==> src/rtl/fir_audio_pkg.sv <==
// Shared constants and the rounding helper for the FIR audio output path.
// Widths default to a 31-bit filter result rescaled to 16-bit audio.
package fir_audio_pkg;

    localparam int IN_W_DEF  = 31;
    localparam int OUT_W_DEF = 16;
    localparam int SHIFT_DEF = 15;

    // Internal arithmetic width; wide enough for any IN_W up to 63.
    localparam int CALC_W = 64;

    localparam logic [15:0] SAT_MAX = 16'h7FFF;
    localparam logic [15:0] SAT_MIN = 16'h8000;

    // Round half up, then arithmetic shift right.
    function automatic logic signed [CALC_W-1:0] round_shift(
        input logic signed [CALC_W-1:0] x,
        input int unsigned              shift
    );
        logic signed [CALC_W-1:0] bias;
        bias = 64'sd1 <<< (shift - 1);
        return (x + bias) >>> shift;
    endfunction

endpackage

==> src/rtl/sync_fifo_fwft.sv <==
// First-word-fall-through synchronous FIFO with an occupancy output.
// A push into a full FIFO is accepted only when a pop happens on the same edge.
module sync_fifo_fwft #(
    parameter int DW    = 16,
    parameter int DEPTH = 16,
    parameter int AW    = 4
) (
    input  logic          clk,
    input  logic          rstn,
    input  logic          flush_i,
    input  logic          push_i,
    input  logic [DW-1:0] push_data_i,
    input  logic          ready_i,
    output logic          valid_o,
    output logic [DW-1:0] data_o,
    output logic [AW:0]   level_o,
    output logic          drop_o
);

    localparam logic [AW:0] FULL_LVL = (AW+1)'(DEPTH);

    logic [DW-1:0] mem [DEPTH];
    logic [AW:0]   wr_cnt_q, wr_cnt_d;
    logic [AW:0]   rd_cnt_q, rd_cnt_d;
    logic [AW:0]   level;
    logic          empty, full, pop, push_ok;

    assign level   = wr_cnt_q - rd_cnt_q;
    assign empty   = (level == '0);
    assign full    = (level == FULL_LVL);
    assign pop     = ~empty & ready_i;
    assign push_ok = push_i & (~full | pop);

    assign valid_o = ~empty;
    assign level_o = level;
    assign data_o  = empty ? '0 : mem[rd_cnt_q[AW-1:0]];
    assign drop_o  = push_i & ~push_ok & ~flush_i;

    // NOTE: every always_comb output gets a default first, so no path can leave it unassigned and infer a latch.
    always_comb begin
        wr_cnt_d = wr_cnt_q;
        rd_cnt_d = rd_cnt_q;
        if (flush_i) begin
            wr_cnt_d = '0;
            rd_cnt_d = '0;
        end else begin
            if (push_ok) wr_cnt_d = wr_cnt_q + (AW+1)'(1);
            if (pop)     rd_cnt_d = rd_cnt_q + (AW+1)'(1);
        end
    end

    // NOTE: state registers use non-blocking assignments so every flop samples pre-edge values.
    always_ff @(posedge clk or negedge rstn) begin
        if (!rstn) begin
            wr_cnt_q <= '0;
            rd_cnt_q <= '0;
        end else begin
            wr_cnt_q <= wr_cnt_d;
            rd_cnt_q <= rd_cnt_d;
        end
    end

    // NOTE: storage has no reset; the counters alone decide which entries are live.
    always_ff @(posedge clk) begin
        if (push_ok && !flush_i) mem[wr_cnt_q[AW-1:0]] <= push_data_i;
    end

endmodule

==> src/rtl/fir_out_sink.sv <==
// FIR output sink: rounds, shifts and saturates each result to audio width,
// then buffers it in a FWFT FIFO behind a valid/ready handshake.
module fir_out_sink
    import fir_audio_pkg::*;
#(
    parameter int IN_W  = IN_W_DEF,
    parameter int OUT_W = OUT_W_DEF,
    parameter int SHIFT = SHIFT_DEF,
    parameter int DEPTH = 16,
    parameter int AW    = 4
) (
    input  logic                    clk,
    input  logic                    rstn,
    input  logic                    flush,
    input  logic                    valid,
    input  logic signed [IN_W-1:0]  yout,
    output logic                    dout_valid,
    output logic [OUT_W-1:0]        dout,
    input  logic                    dout_ready,
    output logic [AW:0]             level,
    output logic [15:0]             sat_cnt,
    output logic [15:0]             drop_cnt,
    output logic                    overflow
);

    localparam logic signed [CALC_W-1:0] Q_MAX = (64'sd1 <<< (OUT_W - 1)) - 64'sd1;
    localparam logic signed [CALC_W-1:0] Q_MIN = -(64'sd1 <<< (OUT_W - 1));

    logic signed [CALC_W-1:0] yout_ext, q_wide;
    logic [OUT_W-1:0]         sample;
    logic                     clamp;

    logic             stage_vld_q, stage_vld_d;
    logic [OUT_W-1:0] stage_data_q, stage_data_d;
    logic [15:0]      sat_cnt_q, sat_cnt_d;
    logic [15:0]      drop_cnt_q, drop_cnt_d;
    logic             ovf_q, ovf_d;
    logic             fifo_drop;

    assign yout_ext = CALC_W'(yout);
    assign q_wide   = round_shift(yout_ext, SHIFT);

    always_comb begin
        sample = q_wide[OUT_W-1:0];
        clamp  = 1'b0;
        if (q_wide > Q_MAX) begin
            sample = OUT_W'(SAT_MAX);
            clamp  = 1'b1;
        end else if (q_wide < Q_MIN) begin
            sample = OUT_W'(SAT_MIN);
            clamp  = 1'b1;
        end
    end

    // A sample arriving with flush is discarded outright, so it is not counted either.
    always_comb begin
        stage_vld_d  = valid & ~flush;
        stage_data_d = valid ? sample : stage_data_q;
        sat_cnt_d    = sat_cnt_q;
        drop_cnt_d   = drop_cnt_q;
        ovf_d        = ovf_q | fifo_drop;
        if (valid && !flush && clamp && sat_cnt_q != 16'hFFFF)
            sat_cnt_d = sat_cnt_q + 16'd1;
        if (fifo_drop && drop_cnt_q != 16'hFFFF)
            drop_cnt_d = drop_cnt_q + 16'd1;
    end

    always_ff @(posedge clk or negedge rstn) begin
        if (!rstn) begin
            stage_vld_q  <= 1'b0;
            stage_data_q <= '0;
            sat_cnt_q    <= '0;
            drop_cnt_q   <= '0;
            ovf_q        <= 1'b0;
        end else begin
            stage_vld_q  <= stage_vld_d;
            stage_data_q <= stage_data_d;
            sat_cnt_q    <= sat_cnt_d;
            drop_cnt_q   <= drop_cnt_d;
            ovf_q        <= ovf_d;
        end
    end

    sync_fifo_fwft #(
        .DW    (OUT_W),
        .DEPTH (DEPTH),
        .AW    (AW)
    ) u_fifo (
        .clk         (clk),
        .rstn        (rstn),
        .flush_i     (flush),
        .push_i      (stage_vld_q),
        .push_data_i (stage_data_q),
        .ready_i     (dout_ready),
        .valid_o     (dout_valid),
        .data_o      (dout),
        .level_o     (level),
        .drop_o      (fifo_drop)
    );

    assign sat_cnt  = sat_cnt_q;
    assign drop_cnt = drop_cnt_q;
    assign overflow = ovf_q;

endmodule

==> config.mk <==
export PLATFORM = sky130hd
export DESIGN_NAME = fir_out_sink
export DESIGN_NICKNAME = d
export VERILOG_FILES = /design/src/rtl/fir_audio_pkg.sv /design/src/rtl/sync_fifo_fwft.sv /design/src/rtl/fir_out_sink.sv
export SDC_FILE = /design/constraint.sdc
export NUM_CORES = 1
export LEC_CHECK = 0
export ABC_CLOCK_PERIOD_IN_PS = 5700
export CORE_ASPECT_RATIO = 1.4
export CORE_UTILIZATION = 56
export DETAILED_ROUTE_END_ITERATION = 7
export DONT_BUFFER_PORTS = 1
export HOLD_SLACK_MARGIN = 0.1
export PLACE_DENSITY = 0.8
export SLEW_MARGIN = 20
export SYNTH_ARGS = -nofsm -noshare
export SYNTH_HDL_FRONTEND = slang
export SYNTH_SLANG_ARGS = --single-unit
==> constraint.sdc <==
create_clock -name clk -period 5.7 [get_ports clk]
set_input_delay 0.57 -clock clk [delete_from_list [all_inputs] [get_ports clk]]
set_output_delay 0.57 -clock clk [all_outputs]
set_load 0.01 [all_outputs]
==> results of run 1 <==
-- report_power, final --
group / internal [uW] / switching [uW]
clock network: 1030 / 770
registers: 2560 / 122
logic: 461 / 481
total: 4050 / 1370
-- critical path: stages (launching register included) --
cell,delay [ns]
dfrtp_1,1.11
inv_1,0.22
ha_1,0.41
xor2_1,0.45
and4b_4,0.29
o2bb2a_4,0.31
nor2b_1,0.29
-- layer usage --
metal	up-vias	global-route usage [%]	wire length, um
li1	2865	-	-
met1	3477	30.25	10080
met2	299	43.62	14870
met3	54	4.867	2069
met4	0	8.138	696
met5	-	0	0
-- stage by stage --
stage	instance area (um^2)	total power, uW	setup slack (ns)	hold WS [ns]	util [%]
4_1_cts	14400	5471	1.477	0.1001	63.44
5_1_grt	14410	5624	1.407	0.1003	63.49
2_1_floorplan	13040	3478	0.9315	0.2744	-
3_3_place_gp	13480	3639	1.907	0.2760	59.39
6_report	14410	5425	1.510	0.1128	63.49
3_5_place_dp	13480	3677	1.783	0.2757	59.39
-- registers in the layout, indices dropped and copies added (netlist names) --
signal	count
u_fifo.mem	256
drop_cnt	16
u_fifo.wr_cnt_q	5
overflow	1
stage_data_q	16
u_fifo.rd_cnt_q	5
stage_vld_q	1
sat_cnt	16
-- repair_timing --
| action | CTS | global route |
|---|---|---|
| gates resized for setup | 0 | 0 |
| hold buffers | 3 | 1 |
| endpoints found under the hold margin | 68 | 1 |
-- synth_stat cells, types with 7 or more instances --
cell / n / area (um^2)
dfrtp_1: 60 / 1501
ha_1: 12 / 150.1
nor2_1: 30 / 112.6
a21oi_1: 15 / 75.07
nor2b_1: 21 / 131.4
o21a_1: 7 / 52.55
xor2_1: 16 / 140.1
nand2_1: 22 / 82.58
nand3_1: 22 / 110.1
o21ai_0: 10 / 50.05
xnor2_1: 33 / 289.0
mux4_2: 80 / 1802
nand4_1: 15 / 93.84
clkbuf_1: 13 / 48.80
inv_1: 11 / 41.29
and3_1: 13 / 81.33
edfxtp_1: 256 / 7687
-- area by class of cell --
| class | instances | share of cell area, % |
|---|---|---|
| Clock buffer | 40 | 5.377 |
| Timing Repair Buffer | 22 | 1.338 |
| Inverter | 12 | 0.3127 |
| Tap cell | 301 | 2.614 |
| Multi-Input combinational cell | 357 | 25.87 |
| Clock inverter | 9 | 0.6688 |
| Sequential cell | 316 | 63.82 |
-- how the worst max path moves through the flow --
stage | startpoint | endpoint | depth (start not counted)
final | u_fifo.rd_cnt_q[2] | dout[13] | 6
after global routing | u_fifo.rd_cnt_q[2] | dout[7] | 6
after CTS | u_fifo.rd_cnt_q[2] | dout[13] | 6
after detailed placement | u_fifo.rd_cnt_q[2] | u_fifo.mem[7][2] | 8
after global placement | u_fifo.rd_cnt_q[2] | u_fifo.mem[7][2] | 8
after floorplan | u_fifo.rd_cnt_q[1] | u_fifo.mem[3][0] | 9
-- cells by family after synthesis --
group | after synthesis | synth area share [%]
AO/OA/AOI/OAI | 44 | 2.177
XOR/XNOR | 49 | 3.290
adder cells (fa/ha/maj) | 13 | 1.305
buffers and inverters | 39 | 1.295
flip-flops | 316 | 70.45
multiplexers | 88 | 14.47
AND/OR/NAND/NOR | 163 | 7.022
-- layout by cell type, fill, tap and decap left out, types with 4 or more instances in the layout --
cell	n
clkbuf_1	8
buf_4	18
nor2b_1	21
and3_1	13
dfrtp_1	58
o21a_1	7
mux2i_1	4
clkinv_2	4
clkbuf_8	5
xnor2_1	33
inv_1	11
clkbuf_16	27
a21oi_1	15
edfxtp_1	256
o21ai_0	10
mux4_2	80
nand2_1	22
nand2b_1	5
nor4_2	4
nor2_1	30
nand3b_1	4
nand4_1	15
nand3_1	22
o211ai_1	4
ha_1	12
and4_1	6
xor2_1	16
mux2_2	4
==> impl_metrics.py, run 1 <==
metrics = {
    "run_status": {
        "status": "complete, no violations",
    },
    "yosys": {
        "async_flop_share_pct": 18.99,
        "synth_area_mm2": 0.01304,
        "ys.flop_type": "edfxtp_1",
        "ys_seq_area_share_pct": 70.45,
        "synth-seq-cells": 316,
        "avgSynthCellArea_um2": 18.32,
        "synth_nets": 761,
        "synth_edf_count": 256,
        "synth_cells": 712,
        "yosys_warnings": 0,
        "ys_types": 47,
    },
    "hold_path": {
        "hold_class": "in -> reg",
        "min_path_cells": 1,
        "hold_end": "u_fifo.rd_cnt_q[0]",
        "hp-start": "flush",
    },
    "timing": {
        "final_hold_viol_count": 0,
        "max_freq_mhz": 238.6,
        "slew_viol_final": 0,
        "tightest_slew_ns": 1.160,
        "finalCriticalPeriod_ns": 4.190,
        "fin_worst_skew_ns": 0.02186,
        "fin_crit_sh_pct": 73.52,
        "grt_setup_unrepaired": "false",
        "relSlewSlack_pct": 22.65,
        "tns_ns": 0,
        "finalSetupViolCount": 0,
    },
    "clock_network": {
        "clock_path_buffers": 3,
        "cts_buffers": 27,
        "insertion_delay_ns": 0.54,
        "cts_root_buffer": "clkbuf_16",
        "path_clk_slew_ns": 0.06,
        "tritoncts": "built",
        "htree_levels": 1,
        "post-cts-setup-buffers": 0,
        "clock_sinks": 316,
    },
    "finish": {
        "fill_cells": 1492,
        "multi_input_area_mm2": 0.003726,
        "area_delta_synth_final_pct": 10.44,
        "antennaDiodeCount": 0,
        "drive_gt1_share_pct": 21.30,
        "nets": 785,
        "seqCellArea_mm2": 0.009194,
        "stdcell_count": 1057,
    },
    "worst_setup_path": {
        "endpoint_kind": "output pin",
        "r2r_setup_slack_ns": 1.77,
        "path_max_fanout": 22,
        "arrival_ns": 3.62,
        "worst_ep_required_time_ns": 5.13,
        "path_class": "reg -> out",
        "crit_path_start_kind": "register",
        "r2r_start": "u_fifo.rd_cnt_q[2]",
        "reg2reg_to": "u_fifo.mem[7][1]",
        "reg2reg_depth": 8,
    },
    "global_routing": {
        "grt_antenna_before_repair": 0,
        "grt_use_total_pct": 24.73,
        "grt_pass1_vias": 7271,
        "gr-total-overflow": 0,
        "grt_first_pass_wirelength_um": 42390,
        "grt_start_max_net_pins": 68,
    },
    "floorplanning": {
        "fp.dieH_um": 182.6,
        "die_area_mm2": 0.02392,
        "die_x_um": 131.0,
        "fp-row-count": 65,
        "core_mm2": 0.02269,
        "initial_core_util_pct": 57.49,
        "io_pins": 91,
    },
    "place": {
        "placed_cells": 1004,
        "gp_congestion": 0.8557,
        "dpl.hpwl_um": 15840,
        "io_buffers": 0,
    },
    "detailed_routing": {
        "ant_nets": 0,
        "vias": 6695,
        "drc_errors": 0,
        "firstDrtPassIters": 5,
        "drtIter0Drc": 541,
        "routedWlPerCell_um": 26.22,
        "routed_wirelength_um": 27710,
        "post_drt_via_cell_ratio": 6.334,
    },
    "flow_run": {
        "drv_cap": 0,
    },
    "power_and_ir_drop": {
        "p_leak_uw": 0.004768,
        "peakVddDrop_v": 0.0002484,
        "p_per_area_mw_per_mm2": 376.6,
    },
}
Note: power is estimated with default switching activity, not from simulation.
==> run 2, diff against run 1 <==
- ABC_CLOCK_PERIOD_IN_PS: 5700 -> 3450
- PLACE_DENSITY: 0.8 -> 0.83
- clock period: 5.7 -> 3.45 ns (I/O delays scaled with it)
==> impl_metrics.py, run 2 (synthesis results as in run 1) <==
metrics = {
    "run_status": {
        "status": "complete, no violations",
    },
    "power_and_ir_drop": {
        "intPower_uw": 7026,
        "p_sw_uw": 2482,
        "power_frac_seq_pct": 45.9,
        "share_comb_of_total_power_pct": 20.0,
        "power.share.switching_pct": 26.10,
        "p_leak_uw": 0.004911,
        "clkPwrFrac_pct": 34.1,
        "power_uw": 9508,
        "peakVddDrop_v": 0.0004700,
        "p_per_area_mw_per_mm2": 643.7,
    },
    "clock_network": {
        "htree_levels": 1,
        "path_clk_slew_ns": 0.06,
        "cts_buffers": 28,
        "tritoncts": "built",
        "clock_sinks": 316,
        "insertion_delay_ns": 0.54,
        "clock_path_buffers": 3,
        "cts_root_buffer": "clkbuf_16",
    },
    "detailed_routing": {
        "routed_wirelength_um": 29450,
        "firstDrtPassIters": 5,
        "post_drt_via_cell_ratio": 6.429,
        "vias": 6930,
        "ant_nets": 0,
        "drtIter0Drc": 706,
        "routedWlPerCell_um": 27.31,
        "drc_errors": 0,
    },
    "finish": {
        "drive_gt1_share_pct": 22.27,
        "nets": 804,
        "multi_input_area_mm2": 0.003810,
        "seqCellArea_mm2": 0.009194,
        "area_delta_synth_final_pct": 13.23,
        "largest_register_ffs": 256,
        "antennaDiodeCount": 0,
        "layout_commonest_cell": "edfxtp_1",
        "mostFrequentLayoutCells": "edfxtp_1 (256), mux4_2 (80), dfrtp_1 (58)",
        "fill_cells": 1456,
    },
    "global_routing": {
        "grt_pass1_vias": 7286,
        "grt_use_total_pct": 25.11,
        "grt_antenna_before_repair": 0,
        "grt_start_max_net_pins": 68,
        "gr-total-overflow": 0,
        "grt_first_pass_wirelength_um": 42930,
    },
    "timing": {
        "fin_worst_skew_ns": 0.01193,
        "tns_ns": 0,
        "finalSetupViolCount": 0,
        "grt_setup_unrepaired": "false",
        "final_hold_viol_count": 0,
        "tightest_slew_ns": 0.9779,
        "finalCriticalPeriod_ns": 3.339,
        "hold_slack_ns": 0.1117,
        "slew_viol_final": 0,
        "fin_crit_sh_pct": 96.78,
        "max_freq_mhz": 299.5,
        "relSlewSlack_pct": 34.81,
    },
    "floorplanning": {
        "core_mm2": 0.02269,
        "die_x_um": 131.0,
        "io_pins": 91,
        "die_area_mm2": 0.02392,
        "initial_core_util_pct": 57.49,
        "fp-row-count": 65,
        "fp.dieH_um": 182.6,
    },
    "worst_setup_path": {
        "r2r_start": "u_fifo.rd_cnt_q[0]",
        "worst_ep_required_time_ns": 3.11,
        "endpoint_kind": "output pin",
        "path_class": "reg -> out",
        "arrival_ns": 2.99,
        "crit_path_start_kind": "register",
        "path_max_fanout": 6,
        "startpoint": "u_fifo.rd_cnt_q[0]",
    },
    "flow_run": {
        "drv_cap": 0,
    },
    "place": {
        "io_buffers": 0,
        "dpl.hpwl_um": 15930,
        "gp_congestion": 0.8499,
    },
    "hold_path": {
        "hold_class": "in -> reg",
        "hp-start": "yout[30]",
    },
}
==> run 2: area by class of cell <==
class | count | share of cell area (%)
Tap cell | 301 | 2.550
Inverter | 12 | 0.3050
Clock inverter | 9 | 0.9912
Timing Repair Buffer | 38 | 2.567
Clock buffer | 43 | 5.540
Multi-Input combinational cell | 359 | 25.80
Sequential cell | 316 | 62.25
==> run 2: path summary, 6_finish.rpt <==
check / end / slack [ns] / cells past startpoint
worst max-delay path: dout[14] / 0.11 / 8
worst min-delay path: stage_data_q[3] / 0.11 / 3
worst max register to register: u_fifo.mem[4][14] / 0.23 / 10
worst min register to register: overflow / 0.54 / 1
max in group asynchronous: u_fifo.rd_cnt_q[0] / 2.86 / 2
min in group asynchronous: drop_cnt[8] / 0.32 / 2
==> run 2: power groups by stage <==
stage | sequential [uW] | combinational (uW) | clock [uW]
4_1_cts | 4360 | 1750 | 3270
2_1_floorplan | 4390 | 1370 | 0
6_report | 4360 | 1900 | 3240
3_3_place_gp | 4420 | 1620 | 0
5_1_grt | 4370 | 2030 | 3410
3_5_place_dp | 4430 | 1690 | 0
==> run 2: layer usage <==
layer  GRT usage [%]  wire length, um  vias up
met1           31.20            10580     3554
met4           9.149              818        0
li1                -                -     2923
met5               0                0        -
met3           4.661             2494       55
met2           43.64            15550      398
==> run 2: critical path: stages, from the launching register on <==
cell,delay [ns]
dfrtp_4,0.49
ha_1,0.22
inv_1,0.07
fa_2,0.48
nand3b_1,0.24
a211oi_4,0.33
buf_6,0.20
o2bb2a_4,0.28
nor2b_1,0.15
==> run 2: repair_timing <==
| action | in CTS | in global routing |
|---|---|---|
| buffers inserted | 0 | 1 |
| endpoints found under the hold margin | 88 | 0 |
| endpoints found under the setup margin | 0 | 17 |
| resized for setup | 0 | 5 |
| hold buffers | 14 | 0 |
==> run 2: metrics by stage <==
| stage | setup WS [ns] | cells | utilization (%) | cell area, um^2 |
|---|---|---|---|---|
| 2_1_floorplan | 0.01251 | 712 | - | 13130 |
| 3_3_place_gp | 0.4051 | 1009 | 59.91 | 13590 |
| 3_5_place_dp | 0.3525 | 1009 | 59.91 | 13590 |
| 4_1_cts | 0.02203 | 1075 | 64.86 | 14720 |
| 5_1_grt | 0.006624 | 1078 | 65.09 | 14770 |
| 6_report | 0.1112 | 1078 | 65.09 | 14770 |
==> run 3, diff against run 2 <==
- MAX_ROUTING_LAYER: unset -> met4
==> impl_metrics.py, run 3 (synthesis results as in run 1) <==
metrics = {
    "clock_network": {
        "tritoncts": "built",
        "insertion_delay_ns": 0.54,
        "clock_sinks": 316,
        "cts_root_buffer": "clkbuf_16",
        "clock_path_buffers": 3,
        "path_clk_slew_ns": 0.06,
        "htree_levels": 1,
        "cts_buffers": 28,
    },
    "worst_setup_path": {
        "crit_path_start_kind": "register",
        "path_max_fanout": 5,
        "endpoint_kind": "output pin",
        "r2r_start": "u_fifo.rd_cnt_q[0]",
        "worst_path_max_delay_cell": "dfrtp_4",
        "arrival_ns": 3.02,
        "r2r_setup_slack_ns": 0.22,
        "cp_top_family": "adder cells",
        "reg2reg_to": "u_fifo.mem[4][14]",
        "critPathBufInv": 2,
        "slowest_delay_ns": 0.49,
        "path_cells": "ha_1 > inv_1 > fa_2 > nand3b_1 > a211oi_4 > buf_6 > o2bb2a_2 > nor2b_1",
        "reg2reg_depth": 10,
        "worst_ep_required_time_ns": 3.11,
        "path_class": "reg -> out",
    },
    "detailed_routing": {
        "ant_nets": 0,
        "routedWlPerCell_um": 27.38,
        "vias": 6962,
        "post_drt_via_cell_ratio": 6.458,
        "drtIter0Drc": 721,
        "drc_errors": 0,
        "firstDrtPassIters": 5,
        "routed_wirelength_um": 29520,
    },
    "power_and_ir_drop": {
        "power.share.switching_pct": 26.14,
        "intPower_uw": 7026,
        "power_uw": 9513,
        "p_per_area_mw_per_mm2": 644.1,
        "share_comb_of_total_power_pct": 20.0,
        "power_frac_seq_pct": 45.9,
        "clkPwrFrac_pct": 34.1,
        "peakVddDrop_v": 0.0004706,
        "p_leak_uw": 0.004911,
        "p_sw_uw": 2486,
    },
    "timing": {
        "slew_viol_final": 0,
        "finalSetupViolCount": 0,
        "final_hold_viol_count": 0,
        "fin_crit_sh_pct": 97.49,
        "fin_worst_skew_ns": 0.009798,
        "tightest_slew_ns": 0.9836,
        "grt_setup_unrepaired": "false",
        "finalCriticalPeriod_ns": 3.363,
        "relSlewSlack_pct": 34.43,
        "tns_ns": 0,
        "max_freq_mhz": 297.3,
    },
    "finish": {
        "drive_gt1_share_pct": 22.27,
        "largest_register_ffs": 256,
        "antennaDiodeCount": 0,
        "fin_util_pct": 65.09,
        "multi_input_area_mm2": 0.003810,
        "fill_cells": 1456,
        "area_delta_synth_final_pct": 13.23,
        "mostFrequentLayoutCells": "edfxtp_1 (256), mux4_2 (80), dfrtp_1 (58)",
        "nets": 804,
        "layout_commonest_cell": "edfxtp_1",
        "seqCellArea_mm2": 0.009194,
    },
    "global_routing": {
        "grt_use_total_pct": 25.88,
        "grt_first_pass_wirelength_um": 42910,
        "grt_antenna_before_repair": 0,
        "grt_pass1_vias": 7277,
        "gr-total-overflow": 0,
        "grt_start_max_net_pins": 68,
    },
    "place": {
        "gp_congestion": 0.8634,
        "dpl.hpwl_um": 15930,
        "io_buffers": 0,
    },
    "flow_run": {
        "drv_cap": 0,
    },
    "run_status": {
        "status": "complete, no violations",
    },
    "floorplanning": {
        "die_area_mm2": 0.02392,
        "io_pins": 91,
        "fp.dieH_um": 182.6,
        "die_x_um": 131.0,
        "initial_core_util_pct": 57.49,
        "core_mm2": 0.02269,
        "fp-row-count": 65,
    },
    "hold_path": {
        "hp-start": "yout[30]",
        "hold_end": "stage_data_q[3]",
        "min_path_cells": 3,
        "hold_class": "in -> reg",
    },
}
[run 3: worst register-to-register path, stage by stage, from the launching register on]
cell and delay [ns]:
dfrtp_4 0.49, ha_1 0.22, inv_1 0.07, fa_2 0.48, nand3b_1 0.24, a211oi_4 0.34, buf_6 0.20, nor2_4 0.07
o211ai_1 0.47, nor2_1 0.11, buf_4 0.25
[run 3: power by group through the flow]
stage          registers, uW  clock network (uW)  logic [uW]
6_report                4360                3240        1910
4_1_cts                 4360                3270        1750
5_1_grt                 4370                3410        2030
2_1_floorplan           4390                   0        1370
3_5_place_dp            4430                   0        1690
3_3_place_gp            4420                   0        1620
[run 3: through the flow]
step                      instances  setup WS, ns  area (um^2)  hold slack (ns)
after floorplan                 712       0.01251        13130          0.04941
after global placement         1009        0.4051        13590          0.05097
after detailed placement       1009        0.3525        13590          0.05076
after CTS                      1075       0.02203        14720           0.1029
after global routing           1078      0.008795        14770           0.1241
final                          1078       0.08666        14770           0.1159
[run 3: worst max-delay path by stage]
stage,start,endpoint,slack [ns],depth (start not counted)
2_1_floorplan,u_fifo.rd_cnt_q[3],u_fifo.mem[3][0],0.01,8
3_3_place_gp,u_fifo.wr_cnt_q[0],u_fifo.mem[15][3],0.41,11
3_5_place_dp,u_fifo.wr_cnt_q[0],u_fifo.mem[15][3],0.35,11
4_1_cts,u_fifo.wr_cnt_q[0],dout[14],0.02,8
5_1_grt,u_fifo.rd_cnt_q[0],dout[12],0.009,8
6_report,u_fifo.rd_cnt_q[0],dout[0],0.09,8
[run 3: final cells by class]
class                      instances  area share [%]
tap                              301           2.550
inverter                          12          0.3050
sequential                       316           62.25
clock inverter                     9          0.9912
clock buffer                      43           5.540
multi-input combinational        359           25.80
timing repair buffer              38           2.567
[run 3: repair_timing]
action,CTS,global route
hold endpoints to repair,88,0
endpoints found under the setup margin,0,17
setup buffers,0,1
hold buffers,14,0
gates resized for setup,0,5
[run 3: per-layer routing]
| metal | routed length, um | up-vias | track usage [%] |
|---|---|---|---|
| li1 | - | 2919 | - |
| met1 | 10610 | 3556 | 31.07 |
| met2 | 15550 | 435 | 43.79 |
| met3 | 2536 | 52 | 4.603 |
| met4 | 822 | 0 | 9.149 |
| met5 | 0 | - | - |
